==> config.mk <==
export PLATFORM = sky130hd
export DESIGN_NAME = clock_time_ctrl_flat
export DESIGN_NICKNAME = d
export VERILOG_FILES = /design/src/rtl/clock_time_ctrl_if.sv /design/src/rtl/clock_time_ctrl.sv /design/src/flat_wrapper.sv
export SDC_FILE = /design/constraint.sdc
export NUM_CORES = 1
export LEC_CHECK = 0
export CORE_MARGIN = 10
export CORE_UTILIZATION = 55
export DETAILED_ROUTE_END_ITERATION = 12
export PLACE_DENSITY_LB_ADDON = 0.25
export SLEW_MARGIN = 20
export SYNTH_ARGS = -nofsm -noshare
export SYNTH_HDL_FRONTEND = slang
export SYNTH_SLANG_ARGS = --single-unit
==> constraint.sdc <==
create_clock -name clk -period 3.15 [get_ports clk]
set_clock_uncertainty 0.15 [all_clocks]
set_input_delay 0.945 -clock clk [delete_from_list [all_inputs] [get_ports clk]]
set_output_delay 0.945 -clock clk [all_outputs]
set_load 0.02 [all_outputs]
==> src/rtl/clock_time_ctrl_if.sv <==
// clock_time_ctrl_if: bundle of control pulses and displayed time for the
// 24-hour BCD clock.
//   tick, mode, inc, dec      : single-cycle control pulses into the clock
//   hr/min/sec tens/ones      : registered BCD digits out of the clock
//   state                     : 00 RUN, 01 SET_HR, 10 SET_MIN, 11 SET_SEC
//   day_pulse                 : one-cycle pulse on 23:59:59 -> 00:00:00
// slave  = the clock block, master = whoever drives the pulses.
interface clock_time_ctrl_if;
    logic       tick;
    logic       mode;
    logic       inc;
    logic       dec;
    logic [3:0] hr_tens;
    logic [3:0] hr_ones;
    logic [3:0] min_tens;
    logic [3:0] min_ones;
    logic [3:0] sec_tens;
    logic [3:0] sec_ones;
    logic [1:0] state;
    logic       day_pulse;

    modport slave (
        input  tick, mode, inc, dec,
        output hr_tens, hr_ones, min_tens, min_ones, sec_tens, sec_ones,
               state, day_pulse
    );

    modport master (
        output tick, mode, inc, dec,
        input  hr_tens, hr_ones, min_tens, min_ones, sec_tens, sec_ones,
               state, day_pulse
    );
endinterface

==> src/rtl/clock_time_ctrl.sv <==
// clock_time_ctrl: 24-hour HH:MM:SS BCD time-of-day counter with a
// mode-driven set FSM (RUN -> SET_HR -> SET_MIN -> SET_SEC -> RUN).
//   clk   : system clock, rising edge
//   reset : asynchronous, active-high; forces 00:00:00, RUN, day_pulse=0
//   bus   : clock_time_ctrl_if.slave (pulses in, registered digits out)
// Each field is held as an 8-bit BCD pair {tens, ones}.
module clock_time_ctrl (
    input  logic                  clk,
    input  logic                  reset,
    clock_time_ctrl_if.slave      bus
);
    localparam logic [1:0] ST_RUN     = 2'b00;
    localparam logic [1:0] ST_SET_HR  = 2'b01;
    localparam logic [1:0] ST_SET_MIN = 2'b10;
    localparam logic [1:0] ST_SET_SEC = 2'b11;

    logic [7:0] hr_q,  hr_d;
    logic [7:0] min_q, min_d;
    logic [7:0] sec_q, sec_d;
    logic [1:0] state_q, state_d;
    logic       day_q, day_d;

    // Increment a BCD pair, wrapping from lim back to 00.
    function automatic logic [7:0] bcd_inc(input logic [7:0] v, input logic [7:0] lim);
        if (v == lim)          return 8'h00;
        if (v[3:0] == 4'd9)    return {v[7:4] + 4'd1, 4'd0};
        return {v[7:4], v[3:0] + 4'd1};
    endfunction

    // Decrement a BCD pair, wrapping from 00 up to lim.
    function automatic logic [7:0] bcd_dec(input logic [7:0] v, input logic [7:0] lim);
        if (v == 8'h00)        return lim;
        if (v[3:0] == 4'd0)    return {v[7:4] - 4'd1, 4'd9};
        return {v[7:4], v[3:0] - 4'd1};
    endfunction

    always_comb begin
        hr_d    = hr_q;
        min_d   = min_q;
        sec_d   = sec_q;
        state_d = state_q;
        day_d   = 1'b0;
        if (bus.mode) begin
            // mode wins over everything else in the same cycle
            state_d = state_q + 2'd1;
        end else if (state_q == ST_RUN) begin
            if (bus.tick) begin
                // full carry chain resolves in one edge
                sec_d = bcd_inc(sec_q, 8'h59);
                if (sec_q == 8'h59) begin
                    min_d = bcd_inc(min_q, 8'h59);
                    if (min_q == 8'h59) begin
                        hr_d = bcd_inc(hr_q, 8'h23);
                        if (hr_q == 8'h23) day_d = 1'b1;
                    end
                end
            end
        end else if (bus.inc ^ bus.dec) begin
            // set modes: selected field only, no carry/borrow; inc+dec cancels
            case (state_q)
                ST_SET_HR:  hr_d  = bus.inc ? bcd_inc(hr_q,  8'h23) : bcd_dec(hr_q,  8'h23);
                ST_SET_MIN: min_d = bus.inc ? bcd_inc(min_q, 8'h59) : bcd_dec(min_q, 8'h59);
                ST_SET_SEC: sec_d = bus.inc ? bcd_inc(sec_q, 8'h59) : bcd_dec(sec_q, 8'h59);
                default:    hr_d  = hr_q;
            endcase
        end
    end

    always_ff @(posedge clk or posedge reset) begin
        if (reset) begin
            hr_q    <= 8'h00;
            min_q   <= 8'h00;
            sec_q   <= 8'h00;
            state_q <= ST_RUN;
            day_q   <= 1'b0;
        end else begin
            hr_q    <= hr_d;
            min_q   <= min_d;
            sec_q   <= sec_d;
            state_q <= state_d;
            day_q   <= day_d;
        end
    end

    assign bus.hr_tens   = hr_q[7:4];
    assign bus.hr_ones   = hr_q[3:0];
    assign bus.min_tens  = min_q[7:4];
    assign bus.min_ones  = min_q[3:0];
    assign bus.sec_tens  = sec_q[7:4];
    assign bus.sec_ones  = sec_q[3:0];
    assign bus.state     = state_q;
    assign bus.day_pulse = day_q;
endmodule

==> src/flat_wrapper.sv <==
// flat-port wrapper written by rule: the top's interface ports become plain ports
module clock_time_ctrl_flat 
  (clk, reset, bus_tick, bus_mode, bus_inc, bus_dec, bus_hr_tens, bus_hr_ones, bus_min_tens, bus_min_ones, bus_sec_tens, bus_sec_ones, bus_state, bus_day_pulse);
  clock_time_ctrl_if bus_i ();
  input  logic clk;
  input  logic reset;
  input wire logic [$bits(bus_i.tick)-1:0] bus_tick;
  input wire logic [$bits(bus_i.mode)-1:0] bus_mode;
  input wire logic [$bits(bus_i.inc)-1:0] bus_inc;
  input wire logic [$bits(bus_i.dec)-1:0] bus_dec;
  output wire logic [$bits(bus_i.hr_tens)-1:0] bus_hr_tens;
  output wire logic [$bits(bus_i.hr_ones)-1:0] bus_hr_ones;
  output wire logic [$bits(bus_i.min_tens)-1:0] bus_min_tens;
  output wire logic [$bits(bus_i.min_ones)-1:0] bus_min_ones;
  output wire logic [$bits(bus_i.sec_tens)-1:0] bus_sec_tens;
  output wire logic [$bits(bus_i.sec_ones)-1:0] bus_sec_ones;
  output wire logic [$bits(bus_i.state)-1:0] bus_state;
  output wire logic [$bits(bus_i.day_pulse)-1:0] bus_day_pulse;
  assign bus_i.tick = bus_tick;
  assign bus_i.mode = bus_mode;
  assign bus_i.inc = bus_inc;
  assign bus_i.dec = bus_dec;
  assign bus_hr_tens = bus_i.hr_tens;
  assign bus_hr_ones = bus_i.hr_ones;
  assign bus_min_tens = bus_i.min_tens;
  assign bus_min_ones = bus_i.min_ones;
  assign bus_sec_tens = bus_i.sec_tens;
  assign bus_sec_ones = bus_i.sec_ones;
  assign bus_state = bus_i.state;
  assign bus_day_pulse = bus_i.day_pulse;
  clock_time_ctrl u_core (.clk(clk), .reset(reset), .bus(bus_i));
endmodule
# [Word level (Yosys, flattened, before mapping)]
# Cells that the tools add are included.
[totals] regBits=27 latch_bits=0 ramBits=0 romBits=0 input_bits=6 out_inout_bits=27 wordCells=207 n_memories=0
[classes] n_addsub=13 multipliers=0 n_div=0 magnitude_cmp=0 eq_ne=18 n_shift=0 muxes=146 bitwise_logic=2 reduce_logical=20
[op_table] op="2-to-1 mux 8 bit" count=48
[op_table] op="2-to-1 mux 1 bit" count=98
[op_table] op="adder 4 x 1 -> 4 bit (second input constant)" count=6
[op_table] op="logical NOT 8 bit" count=3
[op_table] op="subtractor 4 x 1 -> 4 bit (second input constant)" count=6
[op_table] op="== test 8 x 7 -> 1 bit (second input constant)" count=2
[op_table] op="== test 4 bit (second input constant)" count=3
[op_table] op="logical NOT 4 bit" count=3
[op_table] op="inequality test 4 x 1 -> 1 bit (second input constant)" count=3
[op_table] op="nonzero test 4 bit" count=3
[op_table] op="inequality test 3 bit (second input constant)" count=3
[op_table] op="AND reduction 9 bit" count=1
[op_table] op="== test 8 x 6 -> 1 bit (second input constant)" count=1
[op_table] op="AND reduction 8 bit" count=1
[op_table] op="nonzero test 2 bit" count=4
[op_table] op="AND reduction 7 bit" count=1
[op_table] op="inequality test 2 bit (second input constant)" count=3
[op_table] op="AND reduction 6 bit" count=1
[op_table] op="AND reduction 5 bit" count=1
[op_table] op="== test 2 bit (second input constant)" count=2
[op_table] op="AND reduction 4 bit" count=1
[op_table] op="adder 2 x 1 -> 2 bit (second input constant)" count=1
[op_table] op="== test 2 x 1 -> 1 bit (second input constant)" count=1
[op_table] op="logical NOT 2 bit" count=1
[op_table] op="2 further kinds" count=2

# [Depth between registers and ports, before layout]
[logic_depth] word_depth=19 depth_mapped=11

# [Least setup slack after synthesis]
# OpenSTA, ideal clock, no wires.
[synth_path] path_kind="input to register" from="input bus_tick" to="register u_core.hr_q[7]" t_arrival_ns=2.320 required_ns=2.875 setup_slack_ns=0.555 path_stages=6 n_path_buf=1 path_cell_list="nand2_1 -> o32a_1 -> or3_1 -> buf_6 -> o21bai_4 -> mux2_4"
[synth_via] elab_chain_cells=2
[synth_rtl] item="from (decl)" line="flat_wrapper.sv:7" rtl="input wire logic [$bits(bus_i.tick)-1:0] bus_tick;"
[synth_rtl] item="inequality test 2 bit (no line)"
[synth_rtl] item="AND reduction 9 bit (no line)"
[synth_rtl] item="to (signal assigned)" line="clock_time_ctrl.sv:77" rtl="hr_q <= hr_d;"
[synth_rtl] item="to (decl)" line="clock_time_ctrl.sv:17" rtl="logic [7:0] hr_q, hr_d;"
# No other way between the ends.
# A chain may end at the register's enable or synchronous reset.

# [Worst setup path in the final report]
[layout_path] from="input bus_tick" to="register u_core.min_q[6]"
[layout_via] elab_chain_cells=2
[layout_rtl] item="inequality test 2 bit (no line)"
[layout_rtl] item="AND reduction 8 bit (no line)"
[layout_rtl] item="to (signal assigned)" line="clock_time_ctrl.sv:78" rtl="min_q <= min_d;"
[layout_rtl] item="to (decl)" line="clock_time_ctrl.sv:18" rtl="logic [7:0] min_q, min_d;"
# No other way between the ends.

==> results.toml <==
[status]
run_status = "finished clean"

[timing]
final-hold-violation-count = 0
worstMarginPinSlew_ns = 0.459
unrepaired_setup_endpoints_after_global_routing = "false"
finalMaxSlewViolations = 0
maxClockFrequency_mhz = 348
timing.setup.tns_ns = 0
min_period_over_period_pct = 91.3
maxSlewHeadroom_pct = 69.0
final_period_minus_worst_setup_slack_ns = 2.88
final-setup-viol-count = 0

[logic_synthesis]
synth-xor-area-share_pct = 0.747
yosysWarningCount = 0
syn_avg_cell_area_um2 = 8.37
syn-instance-count = 280
synth-compound-area-share_pct = 24.4
synth.largest_area_cell = "sky130_fd_sc_hd__dfrtp_1"
synth_seq_cells = 27
ys_seq_area_share_pct = 28.8
post_synth_num_cell_types = 56
synth_nets = 311
largest_family_of_logic_cells_by_synthesized_area = "compound AO/OA/AOI/OAI gates"
synth-main-ff-cell = "sky130_fd_sc_hd__dfrtp_1"
synth_edf_count = 0
adder_cell_share_of_the_synthesized_area_pct = 13.3
syn-cell-area_um2 = 2340
most_area_consuming_cells_after_synthesis = "sky130_fd_sc_hd__dfrtp_1, sky130_fd_sc_hd__ha_1, sky130_fd_sc_hd__o21ai_0"
synth_top_cells_by_count = "sky130_fd_sc_hd__dfrtp_1, sky130_fd_sc_hd__nor2_1, sky130_fd_sc_hd__ha_1, sky130_fd_sc_hd__inv_1, sky130_fd_sc_hd__o21ai_0"
yosys.area.top_type_share_pct = 28.8
async_flop_share_pct = 100
muxShareOfSynthArea_pct = 2.35
synth_simple_gate_area_share_pct = 23.2

[clocking]
hold_buffers = 0
tritoncts_clock_tree = "yes"
clock_sink_count = 27
cts_max_level = 1
cts_inserted_buffers = 3
postCtsResizedCells = 0
worstSkewPairLatency_ns = 0.27
cts_setup_buffers = 0
cts_max_path_buffers = 2
clockRootBuffer = "sky130_fd_sc_hd__clkbuf_8"
clk_transition_reported_paths_ns = 0.09

[grt]
grt_first_pass_wirelength_um = 9270
antenna_violations_before_repair = 0
vias_in_the_first_global_route = 2012
grt_start_max_net_pins = 28
groute.usage.overall_pct = 14.4
grt.overflow.total = 0

[pwr]
power_frac_clock_pct = 8.5
totalPowerFinal_uw = 2330
power.combinational.fraction_pct = 61.0
pwr_density_cell_nw_per_um2 = 850
internal_power_uw = 1210
switch_pwr_uw = 1120
irDropWorstVdd_mv = 0.454
leakagePower_uw = 0.00119
power.share.switching_pct = 48.0
share_seq_of_total_power_pct = 30.5

[routing]
wl_per_cell_um = 14.9
route.final.wire_length_um = 5310
drcViolationCount = 0
antenna_violating_nets_left = 0
drt-pass1-iter-count = 4
num_vias = 2141
vias_per_cell = 6.00
drt_iter0_drc = 112

[setup_path]
worst_setup_path_startpoint = "bus_tick"
critical_path_class = "input pin to flip-flop"
worst_setup_path_endpoint = "u_core.min_q[6]$_DFFE_PP0P_"
timing.reg2reg.setup_slack_ns = 0.53
critPathCaptureType = "flip-flop"
r2r.worst_path.cells = 7
r2r-end = "u_core.min_q[6]$_DFFE_PP0P_"
critical_path.max_fanout = 8
critical_path_arrival_ns = 2.88
setup.worst_path.start_class = "input pin"
rr_startpoint = "u_core.sec_q[1]$_DFFE_PP0P_"
critPathRequiredTime_ns = 3.15

[place]
gp_congestion = 0.934
buffer_ports.inserted = 32
dp_hpwl_um = 4090

[cells_and_area]
drive_gt1_share_pct = 8.47
n_antenna_cell = 0
area_growth_pct = 17.0
finish.net_count = 339

[floorplanning]
die_w_um = 85.3
dieArea_um2 = 7270
row_count = 23
start_util_pct = 57.8
boundary_pin_count = 33
coreArea_um2 = 4060
die_h_um = 85.3

[job]
cap_violations = 0

[hold_path]
hold_depth = 1
timing.hold.worst.class = "flip-flop to flip-flop"
## logic make-up (layout without fill, tap and decap cells)
group	Yosys count	count (layout)
AND/OR/NAND/NOR	97	97
AO/OA/AOI/OAI	86	86
flip-flops	27	27
adder cells (fa/ha/maj)	25	25
multiplexers	5	5
XOR/XNOR	2	2
buffers and inverters	38	65
## sequential cells by signal, summed over array words and instances, names as in the netlist
name and count:
u_core.bus.day_pulse 1, u_core.hr_q 8, u_core.bus.state 2, u_core.sec_q 8, u_core.min_q 8
## through the flow
step	hold WS, ns	util [%]	instance area [um^2]	worst slack (ns)	instances
CTS	0.387	67.6	2740	0.315	357
global placement	0.359	66.4	2700	0.0989	353
floorplan	0.465	-	2340	0.555	280
detailed placement	0.369	66.4	2700	0.0546	353
finish	0.377	67.6	2740	0.274	357
global route	0.408	67.6	2740	0.133	357
## worst min path at each step
stage | start | endpoint | slack (ns)
after floorplan | u_core.bus.state[0]$_DFFE_PP0P_ | u_core.bus.state[0]$_DFFE_PP0P_ | 0.46
after global placement | u_core.bus.state[0]$_DFFE_PP0P_ | u_core.bus.state[0]$_DFFE_PP0P_ | 0.36
after detailed placement | u_core.bus.state[0]$_DFFE_PP0P_ | u_core.bus.state[0]$_DFFE_PP0P_ | 0.37
after CTS | u_core.bus.state[0]$_DFFE_PP0P_ | u_core.bus.state[0]$_DFFE_PP0P_ | 0.39
after global routing | u_core.bus.state[0]$_DFFE_PP0P_ | u_core.bus.state[0]$_DFFE_PP0P_ | 0.41
final | u_core.bus.state[0]$_DFFE_PP0P_ | u_core.bus.state[0]$_DFFE_PP0P_ | 0.38
## critical path: stages
cell	delay [ns]
sky130_fd_sc_hd__clkdlybuf4s50_1	0.47
sky130_fd_sc_hd__nand2_1	0.07
sky130_fd_sc_hd__o32a_1	0.38
sky130_fd_sc_hd__or4b_1	0.64
sky130_fd_sc_hd__o21ai_0	0.26
sky130_fd_sc_hd__o31ai_1	0.10
## power by group through the flow
stage | clock network, uW | registers, uW | logic [uW]
6_report | 198 | 711 | 1420
2_1_floorplan | 0 | 768 | 911
3_5_place_dp | 0 | 718 | 1420
3_3_place_gp | 0 | 714 | 1400
4_1_cts | 202 | 709 | 1430
5_1_grt | 218 | 755 | 1580
## cell type report
| cell class | count | area [um^2] |
|---|---|---|
| inverter | 22 | 82.6 |
| tap | 50 | 62.6 |
| fill | 367 | 1320 |
| multi-input combinational | 215 | 1500 |
| timing repair buffer | 39 | 373 |
| clock buffer | 3 | 41.3 |
| clock inverter | 1 | 5.00 |
| sequential | 27 | 676 |
## cells in the final DEF (no fill, tap or decap), drive strengths merged, types with 4 or more instances in the layout
cell           instances
and3b                  5
o31ai                  6
nor2b                  4
nand2                 14
o22ai                  5
inv                   22
ha                    25
mux2i                  4
nor3                   6
a21oi                 21
buf                    7
dfrtp                 27
o21ai                 22
or3                    4
clkdlybuf4s50         32
nand3                 10
or3b                   5
nor2                  27
## layer usage
layer,vias up,track usage [%],share of wire [%]
met5,-,0,0
met1,1010,18.8,46
li1,1066,-,-
met4,0,2.40,0.68
met2,61,23.6,48
met3,4,3.35,6.0
No activity file was read; power rests on OpenSTA's default activity.
